`src/rtl/mult_arbiter_4ch.sv`:
```
// Four-channel arbiter sharing one pipelined 16x16 signed multiplier, with result tagging.
// Define MULT_ARB_FIXED_PRIO_EN for fixed priority (channel 0 highest) instead of round-robin.
module mult_arbiter_4ch #(
    parameter int LATENCY = 3
) (
    input  logic               clock,
    input  logic               aclr,
    input  logic [3:0]         req,
    input  logic [63:0]        a_in,
    input  logic [63:0]        b_in,
    output logic [3:0]         gnt,
    output logic signed [15:0] mul_dataa,
    output logic signed [15:0] mul_datab,
    input  logic [31:0]        mul_result,
    output logic [31:0]        result_out,
    output logic               result_valid,
    output logic [1:0]         result_id,
    output logic [2:0]         in_flight
);

    logic [1:0] sel;
    logic       found;
    logic       issue;

`ifdef MULT_ARB_FIXED_PRIO_EN
    always_comb begin
        sel   = 2'd0;
        found = 1'b0;
        for (int k = 3; k >= 0; k--) begin
            if (req[k]) begin
                sel   = 2'(k);
                found = 1'b1;
            end
        end
    end
`else
    logic [1:0] ptr;
    logic [1:0] idx;

    always_comb begin
        sel   = 2'd0;
        found = 1'b0;
        idx   = 2'd0;
        for (int k = 0; k < 4; k++) begin
            idx = ptr + 2'(k);
            if (!found && req[idx]) begin
                sel   = idx;
                found = 1'b1;
            end
        end
    end

    always_ff @(posedge clock) begin
        if (aclr)
            ptr <= 2'd0;
        else if (issue)
            ptr <= sel + 2'd1;
    end
`endif

    assign issue     = found & ~aclr;
    assign gnt       = issue ? (4'b0001 << sel) : 4'b0000;
    assign mul_dataa = issue ? a_in[16*sel +: 16] : 16'sh0000;
    assign mul_datab = issue ? b_in[16*sel +: 16] : 16'sh0000;

    // Tag pipeline runs in lockstep with the multiplier; entry LATENCY-1 pairs with mul_result.
    logic [LATENCY-1:0]      tag_valid;
    logic [LATENCY-1:0][1:0] tag_id;

    always_ff @(posedge clock) begin
        if (aclr) begin
            tag_valid <= '0;
            tag_id    <= '0;
        end else begin
            tag_valid[0] <= issue;
            tag_id[0]    <= sel;
            for (int k = 1; k < LATENCY; k++) begin
                tag_valid[k] <= tag_valid[k-1];
                tag_id[k]    <= tag_id[k-1];
            end
        end
    end

    logic [2:0] cnt;

    always_comb begin
        cnt = 3'd0;
        for (int k = 0; k < LATENCY; k++)
            cnt = cnt + 3'(tag_valid[k]);
    end

    assign result_out   = mul_result;
    assign result_valid = tag_valid[LATENCY-1] & ~aclr;
    assign result_id    = result_valid ? tag_id[LATENCY-1] : 2'd0;
    assign in_flight    = aclr ? 3'd0 : cnt;

endmodule

```
`config.mk`:
```
export PLATFORM = sky130hd
export DESIGN_NAME = mult_arbiter_4ch
export DESIGN_NICKNAME = d
export VERILOG_FILES = /design/src/rtl/mult_arbiter_4ch.sv
export SDC_FILE = /design/constraint.sdc
export NUM_CORES = 1
export LEC_CHECK = 0
export CAP_MARGIN = 20
export CORE_AREA = 2 2 93 95
export CTS_CLUSTER_SIZE = 30
export DETAILED_ROUTE_END_ITERATION = 10
export DIE_AREA = 0 0 95 97
export GPL_ROUTABILITY_DRIVEN = 0
export PLACE_DENSITY = 0.84
export SKIP_LAST_GASP = 1
export SYNTH_ARGS = -nofsm -noshare
export SYNTH_HDL_FRONTEND = slang
export SYNTH_SLANG_ARGS = --single-unit
```
`constraint.sdc`:
```
create_clock -name clock -period 2.2 [get_ports clock]
set_clock_uncertainty 0.1 [all_clocks]
set_input_delay 0.44 -clock clock [delete_from_list [all_inputs] [get_ports clock]]
set_output_delay 0.44 -clock clock [all_outputs]
set_load 0.05 [all_outputs]
```
==> results.yml <==
setup_path:
  regToRegSetupSlack_ns: 0.44
  crit_top_cell: "buf_12"
  r2r-end: "ptr[1]"
  path_cells: "buf_8 -> a21o_1 -> a21oi_2 -> o22a_4 -> buf_12 -> buf_16 -> mux2i_4 -> o22ai_4 -> buf_12"
  cpPeakStageDelay_ns: 0.28
  worstRegToRegCells: 8
  critPathSlowestCell: "mux2i_4"
  required_ns: 1.66
  crit_path_end_kind: "output pin"
  cp-endpoint: "mul_datab[12]"
  arrival_ns: 1.92
  r2r-start: "ptr[1]"
  crit_type: "in -> out"
  setup.worst_path.start_class: "primary input"
  crit_path_start: "req[0]"
  path_max_fanout: 7
floorplan:
  start_util_pct: 22.07
  ioPinCount: 240
  die_h_um: 97
  coreArea_mm2: 0.008134
  fp-row-count: 33
  dieWidth_um: 95
  dieArea_mm2: 0.009215
final_layout:
  antenna_cells: 0
  layout_common_cells: "clkdlybuf4s50_1 (129), mux2i_4 (62), buf_12 (50)"
  layout.nets: 544
  layout_commonest_cell: "clkdlybuf4s50_1"
  area_growth_pct: 220.0
  finish.instance_area_mm2: 0.005746
  drive_above_1_share_pct: 56.99
  postLayoutCoreUtil_pct: 70.64
  fill_cells: 522
sta:
  slew_violations: 0
  finalHoldViolations: 0
  period_needed_ns: 2.458
  setup_viol: 36
  whs_ns: 0.3414
  max_freq_ghz: 0.4069
  grt_setup_unrepaired: "true"
  setup_slack_ns: -0.2575
  period_share_pct: 111.7
power_and_ir_drop:
  p_sw_share_pct: 41.84
  intPower_w: 0.002110
  ir_worst_vdd_uv: 292.2
  cellPowerDensity_mw_per_mm2: 631.4
  p_comb_share_pct: 88.2
  power.leakage_nw: 1.929
  pwr-share-seq_pct: 6.4
  total_power_w: 0.003628
  clockPowerShare_pct: 5.4
  switchingPower_w: 0.001518
synthesis:
  seq_area_frac_synth_pct: 12.26
  ys_ff_latch: 11
  syn-instance-count: 200
  syn_nets: 371
  ys_types: 26
  synth-warning-count: 0
  async_flop_share_pct: 0
  synthFlopType: "dfxtp_1"
  synth-edff-count: 0
  syn_area_per_cell_um2: 8.977
  netlist_area_mm2: 0.001795
cts:
  cts-htree-levels: 1
  cts_buffers: 3
  clk_pin_slew_ns: 0.05
  clock_latency_ns: 0.23
  cts.sinks: 11
  cts_buffer_depth: 2
  ctsHoldBuffers: 0
  clock-root-buffer: "clkbuf_8"
  cts_tree: "yes"
placement:
  hpwl_um: 6069
  port_buffers: 174
  pre_cts_ws_ns: -0.7545
  postPlaceCellArea_mm2: 0.004542
global_route:
  first_global_vias: 2502
  grt_pass1_wl_um: 13130
  grt_use_total_pct: 18.53
  antenna_found_initial: 0
  overflow: 0
  grt_max_degree: 15
min_path:
  hold_class: "reg -> reg"
run:
  maxCapViolCount: 0
outcome:
  violations: "negative setup slack"
  status: "finished with violations"
detailed_routing:
  drc: 0
  drt-initial-drc-count: 21
  routed_via_density: 4.765
  wl_um: 8768
  ant_nets: 0
  firstDrtPassIters: 4
  wl_per_cell_um: 18.38
  via_count: 2273
==> Yosys cell counts (2+ instances only) <==
cell type  count  share of area [%]
a21oi_1        3               0.84
and2_1         6                2.1
buf_12         5                5.6
buf_2          3               0.84
buf_4         33                 14
buf_6          4                2.5
clkbuf_4       2               0.84
dfxtp_1       11                 12
ha_1           4                2.8
inv_1          3               0.63
inv_2          3               0.63
mux2i_1       65                 36
nand2b_1       2               0.70
nor2_1         4               0.84
nor2b_1        9                3.1
o22ai_1       33                 11
==> final cells by class <==
| class | instances | area, um^2 | share of cell area [%] |
|---|---|---|---|
| multi-input cells | 135 | 2487 | 43.29 |
| well taps | 105 | 131.4 | 2.287 |
| inverters | 6 | 27.53 | 0.4791 |
| repair buffers | 216 | 2831 | 49.28 |
| clock buffers | 4 | 45.04 | 0.7840 |
| flip-flops and latches | 11 | 222.7 | 3.876 |
==> kinds of logic after synthesis <==
group,Yosys count,share of synthesized area (%)
muxes,65,36.24
and+or+nand+nor,24,8.013
AOI/OAI and AO/OA,40,14.36
adders and majority gates,5,3.903
DFF,11,12.26
buffers and inverters,54,25.02
other,1,0.2089
==> metal layers <==
| layer | routed length (um) | track usage, % |
|---|---|---|
| met3 | 806 | 4.206 |
| met5 | 0 | 0 |
| met2 | 5162 | 37.10 |
| met4 | 127 | 4.348 |
| met1 | 2671 | 18.63 |
==> worst min path at each step <==
| stage | slack, ns | startpoint | cells past startpoint | to |
|---|---|---|---|---|
| 6_report | 0.34 | tag_id[3] | 1 | tag_id[5] |
| 2_1_floorplan | 0.31 | tag_id[0] | 1 | tag_id[2] |
| 5_1_grt | 0.36 | tag_id[0] | 1 | tag_id[2] |
| 3_5_place_dp | 0.33 | tag_id[0] | 1 | tag_id[2] |
| 4_1_cts | 0.34 | tag_id[0] | 1 | tag_id[2] |
| 3_3_place_gp | 0.32 | tag_id[0] | 1 | tag_id[2] |
==> registers in the layout (all words and copies together) (netlist names) <==
register	flops
tag_id	6
ptr	2
tag_valid	3
==> critical path: cells and delay by family <==
kind | cells | cell delay, ns
mux | 1 | 0.28
buf+inv | 4 | 0.59
compound gates | 4 | 0.60
==> power groups by stage <==
stage               Sequential [W]  Combinational, W  Clock, W
floorplan                 0.000237           0.00163         0
global placement          0.000234           0.00238         0
global route              0.000234           0.00333  0.000212
CTS                       0.000232           0.00305  0.000200
detailed placement        0.000234           0.00241         0
finish                    0.000232           0.00320  0.000196
==> timing repair <==
action,4_1_cts,5_1_grt
pin swaps,29,22
setup buffers,9,3
setup endpoints to repair,36,36
gates cloned,7,1
resized for setup,130,30
==> per-stage QoR <==
step / TNS, ns / cells
final: -7.881 / 477
after floorplan: -0.1030 / 200
after CTS: -8.340 / 474
after detailed placement: -24.93 / 456
after global placement: -22.95 / 456
after global routing: -10.19 / 477
Power figures use the tool's default switching activity.
